$ cat src/rtl/iob_plic_src_cond.sv
// iob_plic_src_cond: per-source sync, polarity, debounce and edge/level shaping.
// Optional debounce is compiled in with IOB_PLIC_SRC_COND_DEBOUNCE_EN.
module iob_plic_src_cond #(
  parameter int N_SOURCES       = 8,
  parameter int SYNC_STAGES     = 2,
  parameter int DEBOUNCE_CYCLES = 4
) (
  input  logic                 clk_i,
  input  logic                 arst_i,
  input  logic                 cke_i,
  input  logic [N_SOURCES-1:0] irq_raw_i,
  input  logic [N_SOURCES-1:0] cfg_pol_i,
  input  logic [N_SOURCES-1:0] cfg_edge_i,
  output logic [N_SOURCES-1:0] src_o
);

  logic [SYNC_STAGES-1:0][N_SOURCES-1:0] sync_q, sync_d;
  logic [N_SOURCES-1:0] act;
  logic [N_SOURCES-1:0] f_q, f_d, f_next;
  logic [N_SOURCES-1:0] src_q, src_d;

  // Shift raw lines through the synchronizer chain.
  always_comb begin
    sync_d = sync_q;
    if (cke_i) begin
      sync_d[0] = irq_raw_i;
      for (int k = 1; k < SYNC_STAGES; k++) begin
        sync_d[k] = sync_q[k-1];
      end
    end
  end

  // Polarity is applied after the sync so a config flip acts at once.
  assign act = ~(sync_q[SYNC_STAGES-1] ^ cfg_pol_i);

`ifdef IOB_PLIC_SRC_COND_DEBOUNCE_EN
  localparam int CW =
    (DEBOUNCE_CYCLES > 1) ? $clog2(DEBOUNCE_CYCLES) : 1;
  localparam logic [CW-1:0] CNT_LAST = CW'(DEBOUNCE_CYCLES - 1);

  logic [N_SOURCES-1:0][CW-1:0] cnt_q, cnt_d;

  // Accept a change only after it persists for DEBOUNCE_CYCLES cycles.
  always_comb begin
    f_next = f_q;
    cnt_d  = cnt_q;
    for (int i = 0; i < N_SOURCES; i++) begin
      if (act[i] == f_q[i]) begin
        cnt_d[i] = '0;
      end else if (cnt_q[i] == CNT_LAST) begin
        f_next[i] = act[i];
        cnt_d[i]  = '0;
      end else begin
        cnt_d[i] = cnt_q[i] + CW'(1);
      end
    end
    if (!cke_i) begin
      cnt_d = cnt_q;
    end
  end

  // Debounce counters; reset drops any partial count.
  always_ff @(posedge clk_i or posedge arst_i) begin
    if (arst_i) begin
      cnt_q <= '0;
    end else begin
      cnt_q <= cnt_d;
    end
  end
`else
  // Without debounce the filtered state just follows the active level.
  always_comb begin
    f_next = act;
  end
`endif

  // Level mode passes the filtered state; edge mode pulses on rise only.
  always_comb begin
    f_d   = f_q;
    src_d = src_q;
    if (cke_i) begin
      f_d   = f_next;
      src_d = (cfg_edge_i & f_next & ~f_q) | (~cfg_edge_i & f_next);
    end
  end

  // Synchronizer, filtered state and output registers.
  always_ff @(posedge clk_i or posedge arst_i) begin
    if (arst_i) begin
      sync_q <= '0;
      f_q    <= '0;
      src_q  <= '0;
    end else begin
      sync_q <= sync_d;
      f_q    <= f_d;
      src_q  <= src_d;
    end
  end

  assign src_o = src_q;

endmodule

$ cat config.mk
export PLATFORM = sky130hd
export DESIGN_NAME = iob_plic_src_cond
export DESIGN_NICKNAME = d
export VERILOG_FILES = /design/src/rtl/iob_plic_src_cond.sv
export SDC_FILE = /design/constraint.sdc
export NUM_CORES = 1
export LEC_CHECK = 0
export ABC_AREA = 1
export CAP_MARGIN = 10
export CORE_UTILIZATION = 45
export DETAILED_ROUTE_END_ITERATION = 8
export GPL_TIMING_DRIVEN = 0
export PLACE_DENSITY = 0.79
export RECOVER_POWER = 25
export SLEW_MARGIN = 0
export SYNTH_ARGS = -nofsm -noshare
export SYNTH_HDL_FRONTEND = slang
export SYNTH_SLANG_ARGS = --single-unit
$ cat constraint.sdc
create_clock -name clk_i -period 2.7 [get_ports clk_i]
set_clock_uncertainty 0.1 [all_clocks]
set_input_delay 0.54 -clock clk_i [delete_from_list [all_inputs] [get_ports clk_i]]
set_output_delay 0.54 -clock clk_i [all_outputs]
set_load 0.005 [all_outputs]
# After elaboration in Yosys (flattened, before gate mapping)
# Cells that the tools add are included.
[word_totals] regBits=32 in_bits=27 out_inout_bits=8 elab_cells=12
[op_classes] n_bitwise=8
[ops] cell="$and 8x8->8" count=3
[ops] cell="$not 8->8" count=3
[ops] cell="$or 8x8->8" count=1
[ops] cell="$xor 8x8->8" count=1

# Longest topological paths before layout
# Gate-level depths: netlist of run 1.
[depth] depth_word=5 ltp_mapped=5 depth_no_buf=5

# Worst setup path after synthesis of run 1
# Ideal clock, no wire load.
[synth_timing] kind="input to register" start="input port cke_i" end="register f_q[0]" setup_time_ns=0.065 arrival_ns=0.881 t_required_ns=2.535 setup_slack_ns=1.654 cell_stages=4 path_buffers=1 cell_sequence="inv_2 -> buf_2 -> nand2_1 -> nand2_1"
[synth_lines] element="from (decl)" line_no="10" source="input logic cke_i,"
[synth_lines] element="to (signal assigned)" line_no="91" source="f_q <= '0;"
[synth_lines] element="to (signal assigned)" line_no="95" source="f_q <= f_d;"
[synth_lines] element="to (decl)" line_no="19" source="logic [N_SOURCES-1:0] f_q, f_d, f_next;"

# Final worst setup path of run 1
[layout_timing] start="register src_q[3] (netlist: src_o[3])" end="output port src_o[3]"
[layout_lines] element="from (decl)" line_no="20" source="logic [N_SOURCES-1:0] src_q, src_d;"
[layout_lines] element="from (signal assigned)" line_no="96" source="src_q <= src_d;"
[layout_lines] element="to (decl)" line_no="14" source="output logic [N_SOURCES-1:0] src_o"
# No word-level cell between the ends.

==> impl_metrics.tcl, run 1 <==
set metrics [dict create \
    synth.area.mux_share_pct 0 \
    fp.dieArea_um2 3270 \
    syn_avg_cell_area_um2 7.78 \
    synthAdderAreaFrac_pct 0 \
    wl_per_cell_um 11.0 \
    n_fill_cell 244 \
    place.gp.congestion 0.770 \
    yosysTopAreaCellShare_pct 58.5 \
    synth_top_family_by_area "simple AND/OR/NAND/NOR gates" \
    fmax_mhz 533 \
    violations "DRC" \
    ys_seq_area_share_pct 58.5 \
    clock_latency_ns 0.34 \
    ys_warn_count 0 \
    finalPower_mw 1.12 \
    grt_max_degree 33 \
    grt_pass1_wl_um 4860 \
    cts.path.max_buffers 2 \
    startpoint_type "flip-flop" \
    hold_viol 0 \
    synth_compound_area_share_pct 2.93 \
    crit_buf_inv 1 \
    slowest_delay_ns 0.52 \
    grt_util_all_layers_pct 20.0 \
    vdd_drop_max_mv 0.447 \
    h-tree-depth 2 \
    layout_min_cycle_time_ns 1.88 \
    core_area_um2 2830 \
    initial_core_util_pct 48.4 \
    yosys.area_share.xor_xnor_pct 0 \
    maxCapViolCount 0 \
    n_antenna_cell 0 \
    p_leak_nw 1.00 \
    cp_slowest_cell "clkdlybuf4s50_1" \
    cp-end-kind "output pin" \
    yosys-top-cells-area "dfrtp_1 (59%), nand2_1 (29%), inv_1 (4.7%)" \
    row_count 19 \
    synth.net_count 203 \
    first_iter_violations 53 \
    cts_buffers 5 \
    cts.repair.resized 0 \
    holdBufCountCts 0 \
    slew_viol_final 0 \
    cp_data_arrival_time_ns 1.24 \
    antenna_found_initial 0 \
    yosys.area.top_type "dfrtp_1" \
    die_w_um 57.2 \
    crit_type "reg -> out" \
    via_per_inst 4.68 \
    drc 4 \
    dp_hpwl_um 1930 \
    layout-drive-gt1-share_pct 6.85 \
    die-height_um 57.2 \
    p_per_area_nw_per_um2 604 \
    cp_data_required_time_ns 2.06 \
    num_vias 1170 \
    status "finished, violations left" \
    wirelength_um 2760 \
    max_slew_margin_pct 68.6 \
    path_clk_slew_ns 0.10 \
    syn_area_um2 1370 \
    num-nets-final 245 \
    worstMarginPinSlew_ns 0.470 \
    synth_seq_cells 32 \
    firstDrtPassIters 6 \
    syn_inst 176 \
    path_max_fanout 2 \
    pin_count 35 \
    grt_setup_unrepaired "no" \
    cts_tree "yes" \
    port_buffers 34 \
    layout-area-overhead-vs-synth_pct 35.3 \
    cts_sinks 32 \
    timing.final.crit_share_pct 69.5 \
    cp_cell_sequence "clkdlybuf4s50_1" \
    root_buffer "clkbuf_4" \
    synthSimpleGateAreaFrac_pct 31.4 \
    hold_class "reg -> reg" \
    grt_pass1_vias 1135 \
    cts_setup_buffers 0 \
    critPathTopFamily "buffers and inverters" \
    ant_nets 0 \
    fin_setup_tns_ns 0 \
    netlist-cell-type-count 7 \
    overflow 0 \
    setup_viol 0 \
]
[registers in the layout, indices dropped and copies added (netlist names)]
register	count
sync_q	16
src_o	8
f_q	8
[synthesized netlist by cell type]
library cell	count
inv_2	1
nand3_1	8
buf_2	6
o21ai_0	8
inv_1	17
dfrtp_1	32
nand2_1	104
[placed cells by master, fill, tap and decap left out]
cell and n:
dfrtp_1 32, o21ai_0 8, clkinv_2 1, dlygate4sd3_1 1
inv_2 1, buf_2 6, clkbuf_1 1, nand2_1 104
clkbuf_4 5, clkdlybuf4s50_1 33, buf_16 1, inv_1 17
bufinv_16 1, nand3_1 8
[worst paths after layout]
check / startpoint / end / slack [ns] / cells past startpoint
setup / recovery: src_o[3] / src_o[3] / 0.82 / 1
hold / removal: sync_q[0] / sync_q[0] / 0.38 / 2
setup reg to reg: sync_q[11] / src_o[3] / 1.81 / 5
hold reg to reg: sync_q[0] / sync_q[0] / 0.38 / 2
max in group asynchronous: arst_i / sync_q[1] / 1.47 / 3
min in group asynchronous: arst_i / src_o[6] / 0.55 / 2
[per-layer routing]
layer  global-route usage (%)  up-vias  wire (µm)
li1                         -      611          -
met1                     25.2      515       1230
met4                     6.27        0         43
met5                        0        -          0
met2                     31.9       38       1290
met3                     7.71        6        198
[where the power goes]
| group | leakage (nW) | internal (mW) | total [mW] | switching (mW) |
|---|---|---|---|---|
| clock | 0.0422 | 0.194 | 0.359 | 0.165 |
| sequential | 0.397 | 0.536 | 0.566 | 0.0302 |
| combinational | 0.563 | 0.104 | 0.193 | 0.0891 |
[kinds of logic (layout without fill, tap and decap cells)]
family / Yosys count / count (layout)
buffers and inverters: 24 / 67
AND/OR/NAND/NOR: 112 / 112
flip-flops: 32 / 32
AO/OA/AOI/OAI: 8 / 8
[cell type report]
type                    count  area, µm²  share of cell area [%]
plain buffers               6       30.0                    1.62
clock buffers               6       41.3                    2.23
inverters                  18       67.6                    3.65
repair buffers             35        368                    19.9
multi-input cells         120        470                    25.4
flip-flops and latches     32        801                    43.2
well taps                  31       38.8                    2.09
clock inverters             2       35.0                    1.89
[per-stage QoR]
step / hold slack (ns) / instances / setup slack, ns / util (%) / area [µm²]
final: 0.381 / 250 / 0.823 / 65.5 / 1850
after floorplan: 0.342 / 176 / 1.37 / - / 1370
after global routing: 0.405 / 250 / 0.761 / 65.5 / 1850
after CTS: 0.382 / 249 / 0.820 / 64.5 / 1820
after global placement: 0.354 / 241 / 0.636 / 61.8 / 1750
after detailed placement: 0.359 / 241 / 0.601 / 61.8 / 1750
(Power assumes the default switching activity.)
==> run 2: changes to the inputs <==
==> constraint.sdc (replaced) <==
create_clock -name clk_i -period 1.75 [get_ports clk_i]
set_clock_uncertainty 0.1 [all_clocks]
set_input_delay 0.35 -clock clk_i [delete_from_list [all_inputs] [get_ports clk_i]]
set_output_delay 0.35 -clock clk_i [all_outputs]
set_load 0.005 [all_outputs]
==> impl_metrics.tcl, run 2 (same netlist as run 1, synthesis figures left out) <==
set metrics [dict create \
    pin_count 35 \
    grt_setup_unrepaired "no" \
    via_per_inst 4.68 \
    r2r_slack_ns 0.86 \
    fin_cells 250 \
    fmax_mhz 596 \
    antenna_found_initial 0 \
    layout-area-overhead-vs-synth_pct 33.6 \
    fin_area_um2 1830 \
    cts_buffers 5 \
    seq_area_um2 801 \
    cp_slowest_cell "clkdlybuf4s50_1" \
    violations "DRC" \
    place.gp.congestion 0.770 \
    startpoint_type "flip-flop" \
    cp_cell_sequence "clkdlybuf4s50_1" \
    vdd_drop_max_mv 0.688 \
    h-tree-depth 2 \
    largest-register "sync_q" \
    dpl.cell_count 241 \
    first_iter_violations 56 \
    p_leak_nw 0.994 \
    die-height_um 57.2 \
    port_buffers 34 \
    path_max_fanout 2 \
    hold_viol 0 \
    hold_class "in -> async" \
    worstMarginPinSlew_ns 0.563 \
    slowest_delay_ns 0.52 \
    drc 4 \
    cts_sinks 32 \
    clock_latency_ns 0.34 \
    num-nets-final 245 \
    firstDrtPassIters 6 \
    timing.final.crit_share_pct 95.9 \
    dp_hpwl_um 1930 \
    row_count 19 \
    cp_data_arrival_time_ns 1.23 \
    holdBufCountCts 0 \
    final.setup.worst_slack_ns 0.0718 \
    critPathTopFamily "buffers and inverters" \
    ant_nets 0 \
    grt_max_degree 33 \
    multiInputGateArea_um2 470 \
    place_ws_ns -0.159 \
    max_slew_margin_pct 62.5 \
    n_antenna_cell 0 \
    setup_viol 0 \
    fp.dieArea_um2 3270 \
    fin_hold_ws_ns 0.323 \
    largest_reg_flops 16 \
    final_common_cell "nand2_1" \
    wl_per_cell_um 11.0 \
    n_fill_cell 246 \
    die_w_um 57.2 \
    cp_data_required_time_ns 1.30 \
    cts.path.max_buffers 2 \
    p_per_area_nw_per_um2 938 \
    slew_viol_final 0 \
    num_vias 1170 \
    crit_buf_inv 1 \
    core_area_um2 2830 \
    grt_pass1_wl_um 4860 \
    grt_util_all_layers_pct 20.0 \
    initial_core_util_pct 48.4 \
    cts.repair.resized 0 \
    path_clk_slew_ns 0.10 \
    grt_pass1_vias 1135 \
    cts_tree "yes" \
    wirelength_um 2750 \
    cts_setup_buffers 0 \
    maxCapViolCount 0 \
    final_cell_mix "nand2_1 (104), clkdlybuf4s50_1 (33), dfrtp_1 (32)" \
    layout_min_cycle_time_ns 1.68 \
    status "finished, violations left" \
    layout-drive-gt1-share_pct 6.85 \
    finalPower_mw 1.72 \
    place_area_um2 1750 \
    crit_type "reg -> out" \
    overflow 0 \
    root_buffer "clkbuf_4" \
    cp-end-kind "output pin" \
]
run 2: routing by layer:
metal,track usage [%],up-vias,routed length [µm]
met2,31.9,35,1290
li1,-,613,-
met5,0,-,0
met1,25.2,518,1240
met3,7.71,4,189
met4,6.27,0,28
run 2: worst reg2reg max path, delay by kind of cell (launching register included):
kind	cells	cell delay, ns
flip-flops	1	0.40
buffers and inverters	1	0.07
AND/OR/NAND/NOR	4	0.26
run 2: report_power, final:
part | internal (mW) | switching, mW
combinational | 0.155 | 0.136
sequential | 0.827 | 0.0463
clock | 0.299 | 0.252
total | 1.28 | 0.435
run 2: final cells by class:
cell class	count	area share (%)
sequential	32	43.8
clock buffer	6	2.26
clock inverter	2	1.92
timing repair buffer	35	18.9
buffer	6	1.64
tap	31	2.12
multi-input combinational	120	25.7
inverter	18	3.69
run 2: path summary, 6_finish.rpt:
kind | from | depth (start not counted) | end
worst max register to register | sync_q[11] | 5 | src_o[3]
max in group asynchronous | arst_i | 3 | sync_q[1]
worst min-delay path | arst_i | 2 | src_o[6]
worst max-delay path | src_o[3] | 1 | src_o[3]
min in group clk_i | sync_q[7] | 2 | sync_q[7]
worst min register to register | sync_q[7] | 2 | sync_q[7]
run 2: through the flow:
stage | TNS, ns | utilization, %
6_report | 0 | 64.7
3_3_place_gp | -3.94 | 61.8
3_5_place_dp | -5.04 | 61.8
4_1_cts | 0 | 64.5
5_1_grt | 0 | 64.7
2_1_floorplan | 0 | -
==> run 3: changes to the inputs <==
--- a/config.mk
+++ b/config.mk
@@ -7,6 +7,7 @@
 export LEC_CHECK = 0
 export ABC_AREA = 1
 export CAP_MARGIN = 10
+export CORE_ASPECT_RATIO = 1.75
 export CORE_UTILIZATION = 45
 export DETAILED_ROUTE_END_ITERATION = 8
 export GPL_TIMING_DRIVEN = 0
==> impl_metrics.tcl, run 3 (same netlist as run 1, synthesis figures left out) <==
set metrics [dict create \
    num-nets-final 245 \
    cts_sinks 32 \
    wl_per_cell_um 10.8 \
    hold_class "reg -> reg" \
    final_util_pct 64.8 \
    cts.path.max_buffers 2 \
    via_per_inst 4.77 \
    max_slew_margin_pct 64.4 \
    wirelength_um 2670 \
    grt_util_all_layers_pct 19.4 \
    crit_type "reg -> out" \
    violations "DRC" \
    cp_data_arrival_time_ns 1.16 \
    grt_max_degree 33 \
    h-tree-depth 2 \
    port_buffers 34 \
    place_ws_ns -0.129 \
    dp_hpwl_um 1850 \
    root_buffer "clkbuf_8" \
    setup_viol 0 \
    worst-path-stages 1 \
    layout-area-overhead-vs-synth_pct 37.0 \
    cp-end-kind "output pin" \
    grt_setup_unrepaired "no" \
    startpoint_type "flip-flop" \
    final_common_cell "nand2_1" \
    drc 2 \
    cts.repair.resized 0 \
    final_cell_mix "nand2_1 (104), clkdlybuf4s50_1 (33), dfrtp_1 (32)" \
    status "finished, violations left" \
    grt_pass1_wl_um 4570 \
    firstDrtPassIters 6 \
    fin_setup_tns_ns 0 \
    fp.dieArea_um2 3280 \
    final.setup.worst_slack_ns 0.135 \
    hold_viol 0 \
    n_antenna_cell 0 \
    holdPathStages 2 \
    slew_viol_final 0 \
    path_max_fanout 2 \
    first_iter_violations 22 \
    slowest_delay_ns 0.51 \
    place.gp.congestion 0.743 \
    die_w_um 43.7 \
    ant_nets 0 \
    crit_buf_inv 1 \
    overflow 0 \
    critPathTopFamily "buffers and inverters" \
    grt_pass1_vias 1095 \
    layout-drive-gt1-share_pct 7.31 \
    maxCapViolCount 0 \
    cp_slowest_cell "clkdlybuf4s50_1" \
    row_count 26 \
    core_area_um2 2900 \
    cts_buffers 5 \
    fin_cells 247 \
    layout_min_cycle_time_ns 1.61 \
    cp_cell_sequence "clkdlybuf4s50_1" \
    cts_setup_buffers 0 \
    worstMarginPinSlew_ns 0.534 \
    num_vias 1177 \
    clock_latency_ns 0.29 \
    cp_data_required_time_ns 1.30 \
    dpl.cell_count 238 \
    antenna_found_initial 0 \
    finalPower_mw 1.93 \
    largest-register "sync_q" \
    p_leak_nw 1.02 \
    largest_reg_flops 16 \
    initial_core_util_pct 47.3 \
    pin_count 35 \
    fmax_mhz 619 \
    holdBufCountCts 0 \
    vdd_drop_max_mv 0.878 \
    cts_tree "yes" \
    ff2ff_path_depth 5 \
    path_clk_slew_ns 0.07 \
    die-height_um 75.0 \
    timing.final.crit_share_pct 92.3 \
    p_per_area_nw_per_um2 1030 \
]
run 3: changes by cell type in the layout (fill, tap and decap cells not counted):
| cell | change |
|---|---|
| clkbuf_1 | -1 |
| clkbuf_4 | -5 |
| clkbuf_8 | +7 |
| clkinv_2 | -1 |
run 3: worst paths after layout:
kind                       slack, ns  startpoint         end
hold reg to reg                 0.37   sync_q[1]   sync_q[1]
min in group asynchronous       0.39      arst_i    src_o[3]
max in group asynchronous       0.30      arst_i  sync_q[15]
hold / removal                  0.37   sync_q[1]   sync_q[1]
setup / recovery                0.14    src_o[0]    src_o[0]
setup reg to reg                0.87  sync_q[11]    src_o[3]
run 3: final cells by class:
class / count / area (µm²)
flip-flops and latches: 32 / 801
clock inverters: 1 / 30.0
well taps: 28 / 35.0
repair buffers: 35 / 345
clock buffers: 7 / 96.3
multi-input cells: 120 / 470
fillers: 258 / 1020
inverters: 18 / 67.6
plain buffers: 6 / 30.0
run 3: worst register-to-register path, stage by stage (launching register included):
cell and delay (ns):
dfrtp_1 0.38, inv_1 0.07, nand2_1 0.06, nand2_1 0.07, nand3_1 0.07, nand2_1 0.07
run 3: power breakdown:
part / switching, mW / total (mW) / internal [mW]
Sequential: 0.0457 / 0.874 / 0.829
Clock: 0.264 / 0.766 / 0.502
Combinational: 0.135 / 0.290 / 0.155
run 3: through the flow:
step / hold slack [ns] / instance area, µm²
detailed placement: 0.358 / 1740
global placement: 0.354 / 1740
global route: 0.396 / 1880
finish: 0.372 / 1880
floorplan: 0.342 / 1370
CTS: 0.376 / 1870
run 3: layer usage:
metal	global-route usage, %	part of all wire, %
met4	10.4	2.6
met3	5.04	4.3
met2	34.0	54
met5	0	0
met1	21.0	39
==> RTL change: new RTL, config.mk and constraints of run 1 <==
`SYNC_STAGES`: 2 -> 1.
--- a/src/rtl/iob_plic_src_cond.sv
+++ b/src/rtl/iob_plic_src_cond.sv
@@ -3,5 +3,5 @@
 module iob_plic_src_cond #(
   parameter int N_SOURCES       = 8,
-  parameter int SYNC_STAGES     = 2,
+  parameter int SYNC_STAGES     = 1,
   parameter int DEBOUNCE_CYCLES = 4
 ) (
Check against the original RTL: not equivalent (Yosys sat finds a counterexample within 4 cycles, from zero or initial values and one cycle with arst_i high).
==> RTL change against run 1 <==
  * Wire length decreased by 18%
  * Worst setup slack improved by 0.0082 ns
  * Non-clock buffer count decreased by 3
  * Count of clock-buffer cells in the layout decreased by 3
  * Combinational power decreased by 18%
  * Cell area decreased by 19%
  * Via count decreased by 16%
  * Area after synthesis decreased by 21%
  * Sequential cell count decreased by 8
  * Power decreased by 24%
  * Cell count decreased by 17%
  * Critical path type unchanged
  * Highest routed layer unchanged
==> RTL change: results (changes against run 1) <==
| Metric | Value |
|---|---|
| Drt initial violations | 28 (was 53) |
| Clk_lat worst skew | 0.32 ns (was 0.34 ns) |
| Clk buf depth | 2 (unchanged) |
| P_leak | 0.800 nW (was 1.00 nW) |
| CTS Buf Count | 3 (was 5) |
| Worst-path clk slew | 0.13 ns (was 0.10 ns) |
| Post-DP HPWL | 1600 um (was 1930 um) |
| Post-synthesis register bit count | 24 (was 32) |
| Combinational Power | 0.000159 W (was 0.000193 W) |
| H-tree depth | 1 (was 2) |
| Yosys cell types | 9 (was 7) |
| Root buf cell | clkbuf_4 (unchanged) |
| Layout non-clock buf frac | 24.2% (was 21.5%) |
| Ranking of synthesized cells by area | dfrtp_1, nand2_1, inv_1 (unchanged) |
| Worst slew pin tran | 0.895 ns (was 0.470 ns) |
| Worst setup endpoint | src_o[3] (unchanged) |
| Synthesized Nets | 169 (was 203) |
| Vias in the first global route | 916 (was 1135) |
| Hold path start | src_o[1]$_DFFE_PP0P_ (was sync_q[0]$_DFFE_PP0P_) |
| DRT Wirelength | 2260 um (was 2760 um) |
| Crit Path Max Fanout | 2 (unchanged) |
| Global-route wire length before repair | 3950 um (was 4860 um) |
| Fillers | 206 (was 244) |
| Diode count | 0 (unchanged) |
| Post-CTS Setup Repair Bufs | 0 (unchanged) |
| CTS resizes | 0 (unchanged) |
| Critical path's slowest cell | clkdlybuf4s50_1 (unchanged) |
| Final #Nets | 208 (was 245) |
| Layout cells sized above 1 | 3.33% (was 6.85%) |
| Post-synth EDFFs | 0 (unchanged) |
| Non-clk bufs | 38 (was 41) |
| VDD IR max | 364 uV (was 447 uV) |
| Routability cong. | 0.736 (was 0.770) |
| Fraction of area in multi-input gates | 25.4% (about the same) |
| Pre-Repair DR Iteration Count | 4 (was 6) |
| Buffers on Ports | 34 (unchanged) |
| All-layer global routing usage | 20.8% (was 20.0%) |
| Status | finished clean (was finished, violations left) |
| Seq pwr | 0.000423 W (was 0.000566 W) |
| Largest net degree at the start of global routing | 25 (was 33) |
| Worst stage delay on the critical path | 0.52 ns (about the same) |
| Hold-critical path depth | 2 (unchanged) |
| Multi-input gate count | 96 (was 120) |
| End of the worst hold path | src_o[1]$_DFFE_PP0P_ (was sync_q[0]$_DFFE_PP0P_) |
| P_sw | 0.000207 W (was 0.000285 W) |
| Seq/Total Area, Yosys | 55.6% (was 58.5%) |
| Slew Limit Fails | 0 (unchanged) |
| Register share of the cell area | 40.1% (was 43.2%) |
| Vias per cell | 4.70 (was 4.68) |
| Post-synth top cells | nand2_1, dfrtp_1, inv_1 (unchanged) |
| RR Endpoint | src_o[3]$_DFFE_PP0P_ (unchanged) |
| Worst R2R Start | sync_q[3]$_DFFE_PP0P_ (was sync_q[11]$_DFFE_PP0P_) |
| Crit. End Element | output pin (unchanged) |
| Clock network contribution to total cell area | 3.51% (was 4.12%) |
RTL change: metal layers:
layer,global-route usage [%],routed length (um),vias up
met4,6.94,24,0
met5,0,0,-
met2,35.7,1120,28
met3,2.98,121,4
li1,-,-,498
met1,26.7,986,448
RTL change: kinds of logic after synthesis:
| family | Yosys count | share of synthesized area (%) |
|---|---|---|
| AO/OA/AOI/OAI | 8 | 3.71 |
| buffers and inverters | 22 | 9.15 |
| flip-flops | 24 | 55.6 |
| AND/OR/NAND/NOR | 88 | 31.5 |
RTL change: per-stage QoR:
stage / hold WS, ns / cells / power, W / area (um2) / setup slack (ns)
floorplan: 0.349 / 142 / 0.000500 / 1080 / 1.60
global placement: 0.361 / 204 / 0.000586 / 1460 / 0.923
detailed placement: 0.365 / 204 / 0.000593 / 1460 / 0.922
CTS: 0.399 / 208 / 0.000858 / 1510 / 0.822
global route: 0.428 / 208 / 0.000894 / 1500 / 0.800
finish: 0.394 / 208 / 0.000846 / 1500 / 0.832
